<file path="config.mk">
export PLATFORM = sky130hd
export DESIGN_NAME = ex_muldiv
export DESIGN_NICKNAME = d
export VERILOG_FILES = /design/src/rtl/ex_muldiv.sv
export SDC_FILE = /design/constraint.sdc
export NUM_CORES = 1
export LEC_CHECK = 0
export CAP_MARGIN = 10
export CORE_ASPECT_RATIO = 1.5
export CORE_MARGIN = 2
export CORE_UTILIZATION = 40
export DETAILED_ROUTE_END_ITERATION = 8
export HOLD_SLACK_MARGIN = 0.02
export PLACE_DENSITY = 0.59
export SYNTH_ARGS = -nofsm -noshare
export SYNTH_HDL_FRONTEND = slang
export SYNTH_SLANG_ARGS = --single-unit
</file>
<file path="constraint.sdc">
create_clock -name clk -period 14.6 [get_ports clk]
set_clock_uncertainty 0.05 [all_clocks]
set_input_delay 2.92 -clock clk [delete_from_list [all_inputs] [get_ports clk]]
set_output_delay 2.92 -clock clk [all_outputs]
set_load 0.01 [all_outputs]
</file>
<file path="src/rtl/ex_muldiv.sv">
// ex_muldiv: iterative RV32M multiply/divide sequencer beside the EX-stage ALU.
// Latency: 34 cycles from accepted start to done_o (shift-add / restoring divide),
//          1 cycle for divide-by-zero and signed-overflow fast paths.
// Backpressure: stall_o holds EX and earlier stages from the accepting cycle through FIX;
//               start_i is ignored while busy, kill_i aborts to IDLE in any state.
//
// Ports:
//   clk, rst          rising-edge clock, asynchronous active-high reset
//   start_i, kill_i   request (sampled in IDLE only) and flush (wins over start)
//   funct3_i          M-extension opcode: MUL, MULH, MULHSU, MULHU, DIV, DIVU, REM, REMU
//   op_a_i, op_b_i    rs1 / rs2 values
//   busy_o            sequencer is not idle
//   stall_o           combinational pipeline hold request
//   done_o, result_o  one-cycle result strobe and registered result
module ex_muldiv #(
    parameter int XLEN = 32
) (
    input  logic            clk,
    input  logic            rst,
    input  logic            start_i,
    input  logic            kill_i,
    input  logic [2:0]      funct3_i,
    input  logic [XLEN-1:0] op_a_i,
    input  logic [XLEN-1:0] op_b_i,
    output logic            busy_o,
    output logic            stall_o,
    output logic            done_o,
    output logic [XLEN-1:0] result_o
);

    localparam logic [1:0] S_IDLE = 2'd0;
    localparam logic [1:0] S_CALC = 2'd1;
    localparam logic [1:0] S_FIX  = 2'd2;
    localparam logic [1:0] S_DONE = 2'd3;

    localparam logic [XLEN-1:0] ALL_ONES = {XLEN{1'b1}};
    localparam logic [XLEN-1:0] INT_MIN  = {1'b1, {(XLEN-1){1'b0}}};
    localparam logic [5:0]      LAST_CNT = 6'(XLEN - 1);

    logic [1:0]        state_q, state_d;
    logic [5:0]        cnt_q, cnt_d;
    logic [2:0]        f3_q, f3_d;
    logic              neg_q, neg_d;          // product / quotient sign
    logic              neg_rem_q, neg_rem_d;  // remainder follows the dividend
    logic [XLEN-1:0]   opnd_q, opnd_d;        // multiplicand (mul) or divisor (div)
    logic [2*XLEN-1:0] acc_q, acc_d;          // {hi, lo} for mul, {rem, quot} for div
    logic [XLEN-1:0]   result_q, result_d;
    logic              done_q, done_d;

    // ------------------------------------------------------------------
    // Start-time operand conditioning
    // ------------------------------------------------------------------
    logic            is_div;
    logic            a_sgn, b_sgn;
    logic            a_neg, b_neg;
    logic [XLEN-1:0] a_mag, b_mag;
    logic            div_by_zero, div_ovf;
    logic [XLEN-1:0] fast_res;

    always_comb begin
        is_div = funct3_i[2];
        // MULH, MULHSU, DIV, REM treat rs1 as signed; MULH, DIV, REM also rs2.
        // MUL needs no sign handling: the low half is signedness-agnostic.
        a_sgn  = (funct3_i == 3'b001) || (funct3_i == 3'b010) ||
                 (funct3_i == 3'b100) || (funct3_i == 3'b110);
        b_sgn  = (funct3_i == 3'b001) || (funct3_i == 3'b100) ||
                 (funct3_i == 3'b110);
        a_neg  = a_sgn & op_a_i[XLEN-1];
        b_neg  = b_sgn & op_b_i[XLEN-1];
        // INT_MIN negates to itself, which is the correct unsigned magnitude.
        a_mag  = a_neg ? -op_a_i : op_a_i;
        b_mag  = b_neg ? -op_b_i : op_b_i;

        div_by_zero = is_div && (op_b_i == '0);
        div_ovf     = is_div && !funct3_i[0] &&
                      (op_a_i == INT_MIN) && (op_b_i == ALL_ONES);

        // funct3[1] distinguishes REM* from DIV*.
        if (div_by_zero) begin
            fast_res = funct3_i[1] ? op_a_i : ALL_ONES;
        end else begin
            fast_res = funct3_i[1] ? '0 : INT_MIN;
        end
    end

    // ------------------------------------------------------------------
    // One iteration of shift-add multiply and restoring divide
    // ------------------------------------------------------------------
    logic [XLEN:0]     mul_sum;
    logic [2*XLEN-1:0] mul_next;
    logic [XLEN:0]     div_shift;
    logic [XLEN:0]     div_diff;
    logic [2*XLEN-1:0] div_next;

    always_comb begin
        // Carry out of the upper-half add shifts down into bit 2*XLEN-1.
        mul_sum  = {1'b0, acc_q[2*XLEN-1:XLEN]} +
                   (acc_q[0] ? {1'b0, opnd_q} : '0);
        mul_next = {mul_sum, acc_q[XLEN-1:1]};

        // rem < divisor always holds, so the shifted remainder fits in
        // XLEN+1 bits and the borrow lands in the top bit of the difference.
        div_shift = {acc_q[2*XLEN-1:XLEN], acc_q[XLEN-1]};
        div_diff  = div_shift - {1'b0, opnd_q};
        if (div_diff[XLEN]) begin
            div_next = {div_shift[XLEN-1:0], acc_q[XLEN-2:0], 1'b0};
        end else begin
            div_next = {div_diff[XLEN-1:0], acc_q[XLEN-2:0], 1'b1};
        end
    end

    // ------------------------------------------------------------------
    // Sign fix-up and result selection
    // ------------------------------------------------------------------
    logic [2*XLEN-1:0] prod_fix;
    logic [XLEN-1:0]   quot_fix, rem_fix;
    logic [XLEN-1:0]   fix_sel;

    always_comb begin
        prod_fix = neg_q     ? -acc_q                  : acc_q;
        quot_fix = neg_q     ? -acc_q[XLEN-1:0]        : acc_q[XLEN-1:0];
        rem_fix  = neg_rem_q ? -acc_q[2*XLEN-1:XLEN]   : acc_q[2*XLEN-1:XLEN];
        case (f3_q)
            3'b000:                 fix_sel = prod_fix[XLEN-1:0];
            3'b001, 3'b010, 3'b011: fix_sel = prod_fix[2*XLEN-1:XLEN];
            3'b100, 3'b101:         fix_sel = quot_fix;
            default:                fix_sel = rem_fix;
        endcase
    end

    // ------------------------------------------------------------------
    // Sequencer
    // ------------------------------------------------------------------
    always_comb begin
        state_d   = state_q;
        cnt_d     = cnt_q;
        f3_d      = f3_q;
        neg_d     = neg_q;
        neg_rem_d = neg_rem_q;
        opnd_d    = opnd_q;
        acc_d     = acc_q;
        result_d  = result_q;
        done_d    = 1'b0;

        if (kill_i) begin
            state_d = S_IDLE;
        end else begin
            case (state_q)
                S_IDLE: begin
                    if (start_i) begin
                        f3_d      = funct3_i;
                        neg_d     = a_neg ^ b_neg;
                        neg_rem_d = a_neg;
                        cnt_d     = '0;
                        if (div_by_zero || div_ovf) begin
                            result_d = fast_res;
                            done_d   = 1'b1;
                            state_d  = S_DONE;
                        end else begin
                            // Divide starts with the dividend in the quotient
                            // half; multiply starts with the multiplier in lo.
                            opnd_d  = is_div ? b_mag : a_mag;
                            acc_d   = {{XLEN{1'b0}}, (is_div ? a_mag : b_mag)};
                            state_d = S_CALC;
                        end
                    end
                end
                S_CALC: begin
                    acc_d = f3_q[2] ? div_next : mul_next;
                    cnt_d = cnt_q + 6'd1;
                    if (cnt_q == LAST_CNT) begin
                        state_d = S_FIX;
                    end
                end
                S_FIX: begin
                    result_d = fix_sel;
                    done_d   = 1'b1;
                    state_d  = S_DONE;
                end
                default: begin
                    state_d = S_IDLE;
                end
            endcase
        end
    end

    always_ff @(posedge clk or posedge rst) begin
        if (rst) begin
            state_q   <= S_IDLE;
            cnt_q     <= '0;
            f3_q      <= '0;
            neg_q     <= 1'b0;
            neg_rem_q <= 1'b0;
            opnd_q    <= '0;
            acc_q     <= '0;
            result_q  <= '0;
            done_q    <= 1'b0;
        end else begin
            state_q   <= state_d;
            cnt_q     <= cnt_d;
            f3_q      <= f3_d;
            neg_q     <= neg_d;
            neg_rem_q <= neg_rem_d;
            opnd_q    <= opnd_d;
            acc_q     <= acc_d;
            result_q  <= result_d;
            done_q    <= done_d;
        end
    end

    // stall drops in DONE so EX advances while writeback captures result_o.
    assign stall_o  = ((state_q == S_IDLE) && start_i && !kill_i) ||
                      (state_q == S_CALC) || (state_q == S_FIX);
    assign busy_o   = (state_q != S_IDLE);
    assign done_o   = done_q;
    assign result_o = result_q;

endmodule

</file>
# After elaboration in Yosys (flattened, before gate mapping)
# Index checks and enable logic that the tools add are counted.
# totals
input_bits	71
out_inout_bits	35
wordCells	102
regBits	142
# classes
eq_ne	19
reduce_logical	30
bitwise	5
mux	31
n_addsub	8
# ops
operator	n
32-bit 2-to-1 mux	12
64-bit 2-to-1 mux	5
32-bit negation	4
64-bit case mux with 2 select lines	1
32-bit case mux with 3 select lines	1
32-bit equality test (second input constant)	2
64-bit negation	1
32-bit case mux with 2 select lines	1
32-bit by 32-bit adder with 33-bit output	1
33-bit by 32-bit subtractor with 33-bit output	1
32-bit zero test	1
3-bit equality test (second input constant)	4
6-bit case mux with 2 select lines	1
4-bit AND reduction	3
3-bit by 2-bit equality test with 1-bit output (second input constant)	3
1-bit logical OR	8
2-bit 2-to-1 mux	4
6-bit by 1-bit adder with 6-bit output (second input constant)	1
3-bit by 1-bit equality test with 1-bit output (second input constant)	2
6-bit by 5-bit equality test with 1-bit output (second input constant)	1
1-bit logical AND	6
6-bit 2-to-1 mux	1
2-bit != test (second input constant)	3
3-bit != test (second input constant)	2
16 further kinds	24

# Longest topological paths before layout
# Gate-level depths: netlist of run 1.
# depth
depth_word	10
ltp_mapped	15

# Least setup slack after synthesis of run 1
# No wires, ideal clock.
# synth_timing
path_kind	in2out
from	input kill_i
to	output stall_o
arrival_time_ps	3786
stages	4
setup_slack_ps	7844
t_required_ps	11630
path_cell_list	clkbuf_1 > or3_1 > clkbuf_1 > nand3_1
# synth_via
elab_chain_len	4
# synth_rtl
item	line	rtl
from (decl)	21	input logic kill_i,
1-bit zero test	212	assign stall_o = ((state_q == S_IDLE) && start_i && !kill_i) ||
1-bit logical AND	212	
1-bit logical OR	212	
1-bit logical OR	213	(state_q == S_CALC) || (state_q == S_FIX);
to (decl)	26	output logic stall_o,
# No other way between the ends.

# Final worst setup path of run 1
# Ends and elaborated chain as after synthesis.

==> impl_results.md, run 1 <==
* Insertion delay to the later sink of the worst-skew pair at 0.46 ns
* Vias in the first global route at 14700
* Final #Nets at 2151
* Xor and xnor area share after synthesis at 11.0%
* DRC Markers at 0
* TritonCTS clock tree: done
* Count of final setup violators at 0
* Cts-stage hold buffer count at 0
* Netlist cell types at 82
* Flops & latches, synth at 142
* Post-Synth Adder-Cell Area at 6.50%
* Routed vias/inst at 5.99
* Fraction of layout cells with a size suffix above 1 at 6.20%
* Number of flops mapped to enable cells by yosys at 0
* Initial DRC Count at 1021
* Path type of the worst setup path: in2out
* # clock sinks at 142
* Main synth FF type: dfrtp_1
* CP endpoint kind: output pin
* Remaining antenna violation count at 0
* Die width at 161 um
* WP data arrival at 4.82 ns
* Total GRT Usage at 29.8%
* Share of power burned in combinational logic at 67.4%
* CP peak stage delay at 0.59 ns
* Max-cap violations at 0
* Die height at 240 um
* Combinational family with the most area after synthesis: compound AO/OA/AOI/OAI gates
* Synthesized Nets at 2132
* Initial core utilization at 40.5%
* Placement-stage cell area at 16200 sq um
* Core area at 36700 sq um
* VDD IR-drop max at 0.119 mV
* Worst-Margin Slew at 1.13 ns
* Gp weighted congestion at 0.974
* Worst Hold Class: reg2reg
* PortBufs at 105
* Setup crit start kind: input port
* Synth Area in Simple Gates at 20.9%
* Fin cells at 2501
* Sequential Area at 3550 sq um
* Area occupied by multi-input gates at 10500 sq um
* Max Slew Vio Count at 0
* Avg WL per Cell at 23.0 um
* Cell internal pwr at 1880 uW
* Syn avg cell area at 7.48 sq um
* Die Area at 38700 sq um
* RSZ-0062 raised after global routing: no
* CP required at 11.63 ns
* Clk network pwr share at 11.3%
* Number of diodes at 0
* Compound-cell area share of the yosys netlist at 27.4%
* Fin area at 16800 sq um
* Placed cell count at 2469
* Largest net degree at the start of global routing at 96
* Clk buf depth at 2
* Final core area utilization at 45.7%
* Crit path time final at 7.79 ns
* Area delta synth->final at 12.9%
* Grt ovf at 0
* Switch Pwr at 2090 uW
* Setup TNS at 0 ns
* Synth top area cells: dfrtp_1 24%, o21ai_0 7.3%, xor2_1 6.4%
* Clock transition at the registers of the reported paths at 0.06 ns
* Final Hold Fails at 0
* Period utilization at 53.4%
* CP max stage cell: clkdlybuf4s50_1
* Pwr per Cell Area at 237 nW/um^2
* Reg power frac at 21.3%
* CP Cell Sequence: clkdlybuf4s50_1 > or3_1 > nand3_1 > clkdlybuf4s50_1
* Filler cells at 3753
* Initial antenna violation count at 0
* Post-CTS sizing at 0
* Post-CTS setup buffers at 0
* Ys Warns at 0
* Global-route wire length before repair at 87.7 mm
* DPL Wire Length at 45.3 mm
* Synth area leader: dfrtp_1
* Asr flop ratio synth at 100%
* Share of the synthesized area in the top cell type at 23.9%
* # rows at 86
* Switching Share at 52.6%
* Most frequent cells after synthesis: 217 x o21ai_0, 209 x nor2_1, 197 x nand2_1, 171 x a21oi_1, 142 x dfrtp_1
* WHS at 0.429 ns
* Top Ports at 106
* Leakage at 0.00688 uW
* Mapped Area at 14900 sq um
* CP Max Fanout at 12
* Status: finished clean
* Count leader, synth: o21ai_0
* Slew margin rel. at 23.8%
* Most frequent CP cell: clkdlybuf4s50_1
* Multiplexer share of the synthesized area at 5.06%
* CTS Buf Count at 17
* Post-Route WL at 57.6 mm
* Sequential-to-total area share from yosys stat at 23.9%
* Drt first pass iters at 5
* Clock root cell: clkbuf_16
* Syn Inst Count at 1985
* Max H-tree Level at 4
* Routed vias at 15000
* Fmax at 128 MHz
## layout by cell type (no fill, tap or decap), types with 47 or more instances in the layout
cell	n
a21oi_1	171
clkdlybuf4s50_1	104
nor2_1	209
xor2_1	109
o21ai_0	217
ha_1	73
xnor2_1	77
nor3_1	47
dfrtp_1	141
nand2_1	196
inv_1	69
## logic make-up (layout without fill, tap and decap cells)
group / count (synthesis) / count (layout)
compound gates: 662 / 662
xor+xnor: 186 / 186
fa+ha+maj: 76 / 76
buf+inv: 198 / 230
flops: 142 / 142
mux: 71 / 71
simple gates: 650 / 650
## metal layers
| metal | track usage [%] | up-vias | wire [um] |
|---|---|---|---|
| met5 | 0 | - | 0 |
| met4 | 20.0 | 0 | 4280 |
| met3 | 3.14 | 150 | 2820 |
| met2 | 52.6 | 543 | 28700 |
| met1 | 33.8 | 7109 | 21800 |
| li1 | - | 7191 | - |
## critical path: cells and delay by family
| family | cells | cell delay, ns |
|---|---|---|
| buf+inv | 2 | 1.14 |
| simple gates | 2 | 0.75 |
## path summary, 6_finish.rpt
kind | startpoint | to | slack (ns) | cells after the start
setup reg to reg | acc_q[0] | result_o[22] | 9.48 | 13
hold reg to reg | opnd_q[13] | opnd_q[13] | 0.43 | 2
max in group asynchronous | rst | f3_q[2] | 10.14 | 3
setup / recovery | kill_i | stall_o | 6.81 | 4
hold / removal | opnd_q[13] | opnd_q[13] | 0.43 | 2
min in group asynchronous | rst | opnd_q[24] | 2.89 | 2
## registers in the layout, summed over array words and instances (netlist names), 2 cells and up
register,count
acc_q,64
result_o,32
f3_q,3
state_q,2
opnd_q,32
cnt_q,6
## cell type report
cell class,instances,share of cell area [%]
Inverter,73,1.66
Tap cell,484,3.61
Sequential cell,142,21.2
Multi-Input combinational cell,1645,62.9
Clock inverter,14,0.888
Clock buffer,18,2.62
Timing Repair Buffer,125,7.14
## power by group through the flow
stage          combinational [uW]  sequential [uW]  clock (uW)
6_report                     2680              847         448
5_1_grt                      2930              871         471
4_1_cts                      2650              840         453
3_5_place_dp                 2620              847           0
3_3_place_gp                 2600              842           0
2_1_floorplan                1930              727           0
## per-stage QoR
step	worst slack (ns)	total power [uW]
2_1_floorplan	7.82	2660
3_3_place_gp	6.81	3440
3_5_place_dp	6.78	3470
4_1_cts	6.78	3940
5_1_grt	6.69	4280
6_report	6.81	3980
Note: power is estimated with default switching activity, not from simulation.
==> inputs of run 2 (changes only) <==
==> constraint.sdc (replaced) <==
create_clock -name clk -period 7.35 [get_ports clk]
set_clock_uncertainty 0.05 [all_clocks]
set_input_delay 1.47 -clock clk [delete_from_list [all_inputs] [get_ports clk]]
set_output_delay 1.47 -clock clk [all_outputs]
set_load 0.01 [all_outputs]
==> impl_results.md, run 2 (synthesized netlist as in run 1, its figures left out) <==
* Global-route wire length before repair at 90.4 mm (+3.1%)
* DRC Markers at 0 (unchanged)
* Switch Pwr at 4240 uW (+100%)
* Max-cap violations at 0 (unchanged)
* Slew margin rel. at 32.7% (+9.0 points)
* Clk buf depth at 2 (unchanged)
* Period utilization at 70.5%
* # clock sinks at 142 (unchanged)
* Avg WL per Cell at 24.0 um (+4.4%)
* Gp weighted congestion at 0.986 (+1.3%)
* Core area at 36700 sq um (unchanged)
* R2r startpoint: acc_q[0]
* Max Slew Vio Count at 0 (unchanged)
* Placement-stage cell area at 16200 sq um (+0.19%)
* Crit Reg-Reg Endpoint: acc_q[62]
* Largest net degree at the start of global routing at 93 (-3.1%)
* Switching Share at 53.4% (+0.81 points)
* CP top delay family: simple AND/OR/NAND/NOR gates
* Max reg flops at 64 (unchanged)
* Max H-tree Level at 4 (unchanged)
* Register-to-Register Path Depth at 14 (+1)
* Critical path startpoint: op_b_i[5]
* Remaining antenna violation count at 0 (unchanged)
* CTS Buf Count at 17 (unchanged)
* Worst-Margin Slew at 1.01 ns (-0.123 ns)
* Buf/Inv on CP at 3 (+1)
* Die width at 161 um (unchanged)
* Worst Hold Class: reg2reg
* Path type of the worst setup path: in2reg
* Number of diodes at 0 (unchanged)
* Worst Hold End: opnd_q[15]
* Sequential Area at 3550 sq um (unchanged)
* Final #Nets at 2155 (+0.19%)
* Area occupied by multi-input gates at 10500 sq um (about the same)
* CP endpoint kind: register
* Share of power burned in combinational logic at 67.9% (+0.5 points)
* VDD IR-drop max at 0.215 mV (+80%)
* Crit path time final at 5.18 ns
* Die Area at 38700 sq um (unchanged)
* CP Cell Sequence: clkdlybuf4s50_1 > or4_4 > nor4b_4 > nand4_1 > nor4b_4 > buf_4 > or2_2 > nand3_1 > a21oi_4 > buf_4 > nor2_1 > a31oi_1
* Final core area utilization at 45.6% (about the same)
* Commonest non-fill, non-tap cell in the layout: o21ai_0
* CP max stage cell: a21oi_4
* Worst reg2reg setup slack at 2.74 ns (-6.74 ns)
* Drt first pass iters at 8 (+3)
* Clk network pwr share at 10.5% (-0.8 points)
* Post-CTS setup buffers at 0 (unchanged)
* TritonCTS clock tree: done
* Cts-stage hold buffer count at 0 (unchanged)
* Reg with most FFs: acc_q
* Initial antenna violation count at 1 (+1)
* Filler cells at 3759 (+0.16%)
* Routed vias/inst at 6.05 (+0.99%)
* Insertion delay to the later sink of the worst-skew pair at 0.46 ns (about the same)
* Setup TNS at 0 ns (unchanged)
* Vias in the first global route at 14800 (+0.88%)
* # rows at 86 (unchanged)
* Cell internal pwr at 3690 uW (+96%)
* Top Ports at 106 (unchanged)
* Leakage at 0.00688 uW (about the same)
* Status: finished clean
* CP required at 7.67 ns (-3.96 ns)
* Reg power frac at 21.6% (+0.3 points)
* CP Max Fanout at 40 (+28)
* Fin area at 16700 sq um (about the same)
* Final Hold Fails at 0 (unchanged)
* Total GRT Usage at 31.0% (+1.2 points)
* Post-Route WL at 60.1 mm (+4.5%)
* Setup crit start kind: input port
* Grt ovf at 0 (unchanged)
* Die height at 240 um (unchanged)
* Routed vias at 15200 (+1.1%)
* Pwr per Cell Area at 473 nW/um^2 (+100%)
* CP peak stage delay at 0.81 ns (+0.22 ns)
* PortBufs at 105 (unchanged)
* Clock transition at the registers of the reported paths at 0.06 ns (about the same)
* Initial core utilization at 40.5% (unchanged)
* RSZ-0062 raised after global routing: no
* Post-CTS sizing at 0 (unchanged)
* Count of final setup violators at 0 (unchanged)
* Initial DRC Count at 1339 (+31%)
* Area delta synth->final at 12.8% (about the same)
* WP data arrival at 5.51 ns (+0.69 ns)
* Commonest non-fill, non-tap cells in the layout: 217 x o21ai_0, 209 x nor2_1, 196 x nand2_1, 171 x a21oi_1, 141 x dfrtp_1
* Hold Crit Start: opnd_q[15]
* Worst hold path depth at 2 (unchanged)
* Fraction of layout cells with a size suffix above 1 at 6.39% (+0.19 points)
* DPL Wire Length at 47.7 mm (+5.2%)
* Fmax at 193 MHz
* Clock root cell: clkbuf_16
-- run 2: cell type report --
cell class / count / area share, %
Inverter: 73 / 1.67
Sequential cell: 142 / 21.2
Tap cell: 484 / 3.62
Multi-Input combinational cell: 1645 / 62.9
Clock buffer: 18 / 2.62
Timing Repair Buffer: 129 / 7.32
Clock inverter: 13 / 0.628
-- run 2: layer usage --
metal | wire length [um] | global-route usage (%) | up-vias | share of wire (%)
met2 | 30100 | 55.1 | 557 | 50
li1 | - | - | 7199 | -
met1 | 22600 | 34.3 | 7218 | 38
met5 | 0 | 0 | - | 0
met3 | 2870 | 3.98 | 186 | 4.8
met4 | 4570 | 21.2 | 0 | 7.6
-- run 2: stage by stage --
stage                     power, uW  worst slack (ns)  instances  hold WS, ns
after floorplan                5280              2.02       1985        0.400
after global placement         6930              1.74       2473        0.411
after detailed placement       6980              1.73       2473        0.420
after CTS                      7850              2.20       2504        0.434
after global routing           8500              1.89       2504        0.449
final                          7930              2.17       2504        0.429
-- run 2: worst register-to-register path, stage by stage (launching register included) --
cell	delay (ns)
dfrtp_1	0.53
inv_1	0.14
buf_4	0.35
nor2_1	0.12
ha_1	0.34
a21o_1	0.19
or3_1	0.32
o211ai_1	0.44
o21ai_0	0.39
a21oi_1	0.33
o21ai_0	0.22
a41oi_1	0.47
a21oi_1	0.15
mux2i_1	0.15
a221o_1	0.30
-- run 2: worst max path at each step --
stage / end / cells after the start / slack (ns)
global route: result_o[20] / 12 / 1.89
finish: result_o[20] / 12 / 2.17
global placement: result_o[20] / 14 / 1.74
detailed placement: result_o[20] / 12 / 1.73
floorplan: acc_q[0] / 1 / 2.02
CTS: result_o[20] / 12 / 2.20
-- run 2: power groups by stage --
stage          Sequential (uW)  Combinational (uW)  Clock, uW
2_1_floorplan             1440                3830          0
3_3_place_gp              1710                5220          0
3_5_place_dp              1720                5260          0
4_1_cts                   1700                5300        839
5_1_grt                   1760                5870        871
6_report                  1710                5390        831
==> edit 1, RTL diff (flow settings as in run 2) <==
`result_q` no longer has a reset.
--- a/src/rtl/ex_muldiv.sv
+++ b/src/rtl/ex_muldiv.sv
@@ -193,7 +193,6 @@
             neg_rem_q <= 1'b0;
             opnd_q    <= '0;
             acc_q     <= '0;
-            result_q  <= '0;
             done_q    <= 1'b0;
         end else begin
             state_q   <= state_d;
@@ -203,9 +202,12 @@
             neg_rem_q <= neg_rem_d;
             opnd_q    <= opnd_d;
             acc_q     <= acc_d;
-            result_q  <= result_d;
             done_q    <= done_d;
         end
+    end
+
+    always_ff @(posedge clk) begin
+        result_q <= result_d;
     end
 
     // stall drops in DONE so EX advances while writeback captures result_o.
Behaviour: not the same (Yosys sat finds a counterexample within 4 cycles, from zero or initial values and one cycle with rst high).
==> edit 1 against run 2 <==
Wire length fell by 7.1%; sequential cell count did not move; critical path depth fell by 3; design area rose by 0.16%; setup slack got worse by 0.062 ns; first-iteration DRC count fell by 22%; area after synthesis barely moved; power rose by 7.9%; critical endpoint is now acc_q[48].
==> edit 1: results (changes against run 2) <==
.. list-table::
   :header-rows: 1

   * - Metric
     - Value
   * - Run status
     - completed
   * - Endpoint, Worst Hold
     - opnd_q[5]
   * - Cell types with the largest area share after synthesis
     - sky130_fd_sc_hd__dfrtp_1, sky130_fd_sc_hd__edfxtp_1, sky130_fd_sc_hd__xnor2_1
   * - RD Place Congestion
     - 0.9903 (+0.43%)
   * - Net count after synthesis
     - 2,072 (-2.8%)
   * - Routed len/inst
     - 22.97 um (-4.4%)
   * - Largest net degree at the start of global routing
     - 74 (-20%)
   * - HPWL reported at the end of detailed placement
     - 44,220 um (-7.2%)
   * - Global routing usage on met2
     - 51.67% (-3.5 points)
   * - Vias in the first global route
     - 14,460 (-2.3%)
   * - Number of antenna violations at the first check in global routing
     - 0 (-1)
   * - Worst-case setup slack after placement
     - 1.715 ns (-0.01480 ns)
   * - First-iteration detailed-routing DRC count
     - 1,051 (-22%)
   * - Ratio of cells with drive above 1 in the final layout
     - 6.263% (-0.12 points)
   * - Global-route wire length before repair
     - 84,900 um (-6.1%)
   * - Multi-input gate count
     - 1,579 (-4.0%)
   * - Share of synthesized registers carrying an async set or reset
     - 77.46% (-23 points)
   * - Flip-flop and latch share of the layout cell area
     - 22.15% (+0.92 points)
   * - Arrival time of data at the critical path endpoint
     - 5.48 ns (-0.03 ns)
   * - Clk tree area frac
     - 3.566% (+0.32 points)
   * - Met1 global-route usage
     - 32.50% (-1.8 points)
   * - Layout fillers
     - 3,684 (-2.0%)
   * - Worst VDD drop
     - 0.2289 mV (+6.5%)
   * - Launch point of the worst reg-to-reg path
     - acc_q[32]
   * - Cell with the largest stage delay on the worst path
     - sky130_fd_sc_hd__nand2_1
   * - Met3 GRT Util
     - 2.829% (-1.2 points)
   * - Crit path max fanout
     - 25 (-38%)
   * - Worst hold margin
     - 0.4355 ns (+0.006927 ns)
   * - Startpoint of the tightest hold check path
     - opnd_q[5]
   * - Total area of multi-input combinational cells
     - 10,380 sq um (-1.5%)
   * - Cells after synthesis
     - 1,925 (-3.0%)
   * - Total instance count after detailed placement
     - 2,400 (-3.0%)
   * - Non-clock inverter count in the final layout
     - 71 (-2.7%)
[edit 1: changes by cell type in the layout (fill, tap and decap cells not counted), sizes merged, moves of 17 or more]
| cell | delta |
|---|---|
| nor3 | -19 |
| o21ai | -20 |
| dfrtp | -32 |
| nor2 | -41 |
| xnor2 | +29 |
| nand2 | -17 |
| xor2 | -30 |
| edfxtp | +32 |
[edit 1: cell families after synthesis]
group / Yosys count / share of synthesized area [%]
AOI/OAI and AO/OA: 650 / 27.37
and+or+nand+nor: 591 / 19.46
buffers and inverters: 204 / 5.234
xor gates and xnor gates: 185 / 10.91
DFF: 142 / 25.01
muxes: 77 / 5.495
adders and majority gates: 76 / 6.507
[edit 1: where the power goes]
| part | internal (uW) | switching (uW) | total (uW) |
|---|---|---|---|
| Combinational | 2320 | 3660 | 5970 |
| Clock | 485 | 415 | 900 |
| Sequential | 1100 | 585 | 1690 |
==> edit 2, RTL diff (flow settings as in run 2) <==
Made on the original files. The parameter `XLEN` goes from 32 to 48.
--- a/src/rtl/ex_muldiv.sv
+++ b/src/rtl/ex_muldiv.sv
@@ -13,7 +13,7 @@
 //   stall_o           combinational pipeline hold request
 //   done_o, result_o  one-cycle result strobe and registered result
 module ex_muldiv #(
-    parameter int XLEN = 32
+    parameter int XLEN = 48
 ) (
     input  logic            clk,
     input  logic            rst,
Interface: changed (resized op_a_i, op_b_i and result_o); port bits go from 106 to 154. No check against the original RTL was run, so the function may have changed too.
==> edit 2 against run 2 <==
Worst hold slack worse by 0.0015 ns; design area is 53% higher; fmax is 12% lower; register-to-register slack worse by 0.99 ns; die area is 51% higher; sequential cell count is 64 higher; critical path depth is 1 higher; area after synthesis is 52% higher; setup slack worse by 0.69 ns; wire length is 63% higher; power is 55% higher; combinational power is 56% higher; clock power is 67% higher; count of clock-buffer cells in the layout is 18 higher; largest power group unchanged.
==> edit 2: results (changes against run 2) <==
.. list-table::
   :header-rows: 1

   * - Metric
     - Value
   * - Run status
     - completed
   * - Longest individual stage delay on the worst path
     - 1.02 ns (+0.21 ns)
   * - Buffer levels on the longest clock path
     - 3 (+1)
   * - Remaining max-slew budget at the tightest pin
     - 18.08% (-15 points)
   * - Routed vias/inst
     - 6.245 (+3.1%)
   * - Worst hold margin
     - 0.4271 ns (-0.001503 ns)
   * - Worst VDD drop
     - 0.2300 mV (+7.0%)
   * - Leak pwr
     - 0.01040 uW (+51%)
   * - Sequential cell area fraction in the yosys report
     - 22.79% (-1.1 points)
   * - Cell types with the largest area share after synthesis
     - sky130_fd_sc_hd__dfrtp_1, sky130_fd_sc_hd__o21ai_0, sky130_fd_sc_hd__a21oi_1
   * - Number of buffers inserted by post-CTS setup repair
     - 0 (unchanged)
   * - Number of input and output port buffers inserted
     - 153 (+46%)
   * - Routed len/inst
     - 24.91 um (+3.7%)
   * - HPWL reported at the end of detailed placement
     - 76,970 um (+62%)
   * - Global-route wire length before repair
     - 146,600 um (+62%)
   * - Register with the highest flop count
     - acc_q
   * - Clock Latency Late Sink
     - 0.57 ns (+0.11 ns)
   * - Number of antenna violations at the first check in global routing
     - 1 (unchanged)
   * - Ratio of cells with drive above 1 in the final layout
     - 5.603% (-0.78 points)
   * - Number of clock buffers inserted by TritonCTS
     - 24 (+7)
   * - Post-layout nets
     - 3,371 (+56%)
   * - Primary FF master, synth
     - sky130_fd_sc_hd__dfrtp_1
   * - Cell with the largest stage delay on the worst path
     - sky130_fd_sc_hd__nor4_1
   * - Launch point of the worst reg-to-reg path
     - acc_q[0]
   * - Arrival time of data at the critical path endpoint
     - 6.31 ns (+0.80 ns)
   * - Area of placed instances
     - 24,780 sq um (+53%)
   * - Max FFs per register
     - 96 (+50%)
   * - Startpoint of the tightest hold check path
     - opnd_q[42]
   * - Slack of the worst reg-to-reg path
     - 1.75 ns (-0.99 ns)
   * - Vias in the first global route
     - 23,860 (+61%)
   * - First-iteration detailed-routing DRC count
     - 2,486 (+86%)
   * - # H-tree levels
     - 1 (-3)
   * - Top cells by count, synth
     - sky130_fd_sc_hd__nor2_1, sky130_fd_sc_hd__o21ai_0, sky130_fd_sc_hd__nand2_1
   * - Worst r2r dst
     - result_o[8]
   * - Share of synthesized registers carrying an async set or reset
     - 100.0% (unchanged)
   * - Total of cells resized after clock tree synthesis
     - 0 (unchanged)
   * - HP Class
     - flop to flop
   * - Hold-critical path depth
     - 2 (unchanged)
   * - RD Place Congestion
     - 0.9734 (-1.3%)
   * - Cell family contributing the most delay on the critical path
     - simple AND/OR/NAND/NOR gates
   * - Netlist cell types
     - 75 (-8.5%)
   * - Overall global routing resource usage
     - 32.96% (+1.9 points)
   * - Crit path max fanout
     - 45 (+13%)
   * - Endpoint, Worst Hold
     - opnd_q[42]
   * - Depth of the worst register-to-register path
     - 11 (-3)
   * - Number of detailed-route iterations in the first pass
     - 8 (unchanged)
   * - CTS Root Cell
     - sky130_fd_sc_hd__clkbuf_16
   * - Largest net degree at the start of global routing
     - 120 (+29%)
[edit 2: changes by cell type after synthesis, moves of 22 or more]
cell,before,now
sky130_fd_sc_hd__nor2_1,209,358
sky130_fd_sc_hd__or4_1,13,35
sky130_fd_sc_hd__ha_1,74,106
sky130_fd_sc_hd__nor4_1,12,35
sky130_fd_sc_hd__nand2_1,197,319
sky130_fd_sc_hd__a21oi_1,171,313
sky130_fd_sc_hd__dfrtp_1,142,206
sky130_fd_sc_hd__o21ai_0,217,357
sky130_fd_sc_hd__o31ai_1,24,49
sky130_fd_sc_hd__clkbuf_1,100,184
sky130_fd_sc_hd__nand4_1,23,54
sky130_fd_sc_hd__inv_1,70,108
sky130_fd_sc_hd__xor2_1,109,136
sky130_fd_sc_hd__xnor2_1,77,169
[edit 2: worst max path at each step]
stage	from	end	slack (ns)	cells past startpoint
floorplan	rst	acc_q[0]	0.21	1
global placement	op_a_i[15]	result_o[0]	0.96	13
detailed placement	op_a_i[15]	result_o[0]	0.96	13
CTS	op_a_i[15]	result_o[0]	1.54	13
global route	op_a_i[15]	result_o[0]	1.41	13
finish	op_a_i[15]	result_o[0]	1.48	13
[edit 2: routing by layer]
metal	track usage (%)	up-vias	share of wire, %
met1	38.63	11800	39
met4	19.15	0	6.5
met3	3.377	288	5.7
met2	58.12	1065	49
met5	0	-	0
li1	-	11410	-
[edit 2: where the power goes]
group / switching, uW / internal (uW)
logic: 5330 / 3100
clock network: 556 / 838
registers: 869 / 1580
[edit 2: area by class of cell]
type                            count  area [sq um]
Clock inverter                      7         137.6
Inverter                          110         420.4
Fill cell                        5740         30170
Timing Repair Buffer              207          2009
Multi-Input combinational cell   2611         16250
Tap cell                          756         945.9
Clock buffer                       36         747.0
Sequential cell                   206          5157
[edit 2: logic make-up (layout without fill, tap and decap cells)]
group,Yosys count,in the layout,share of synthesized area [%]
buf+inv,325,360,5.514
fa+ha+maj,108,108,6.040
mux,71,71,3.379
flops,206,206,22.79
simple gates,1064,1064,22.05
xor+xnor,305,305,11.81
compound gates,1063,1063,28.42
[edit 2: tightest hold or removal path: stages (launching register included)]
cell,delay [ns]
sky130_fd_sc_hd__dfrtp_1,0.34
sky130_fd_sc_hd__nand2_1,0.04
sky130_fd_sc_hd__o21ai_0,0.06
[edit 2: stage by stage]
| stage | worst slack [ns] | power [uW] | util (%) | instances |
|---|---|---|---|---|
| after floorplan | 0.2059 | 7869 | - | 3142 |
| after CTS | 1.543 | 12050 | 45.96 | 3933 |
| after global routing | 1.412 | 13040 | 45.96 | 3933 |
| final | 1.478 | 12270 | 45.96 | 3933 |
| after detailed placement | 0.9618 | 10580 | 44.38 | 3890 |
| after global placement | 0.9585 | 10520 | 44.38 | 3890 |
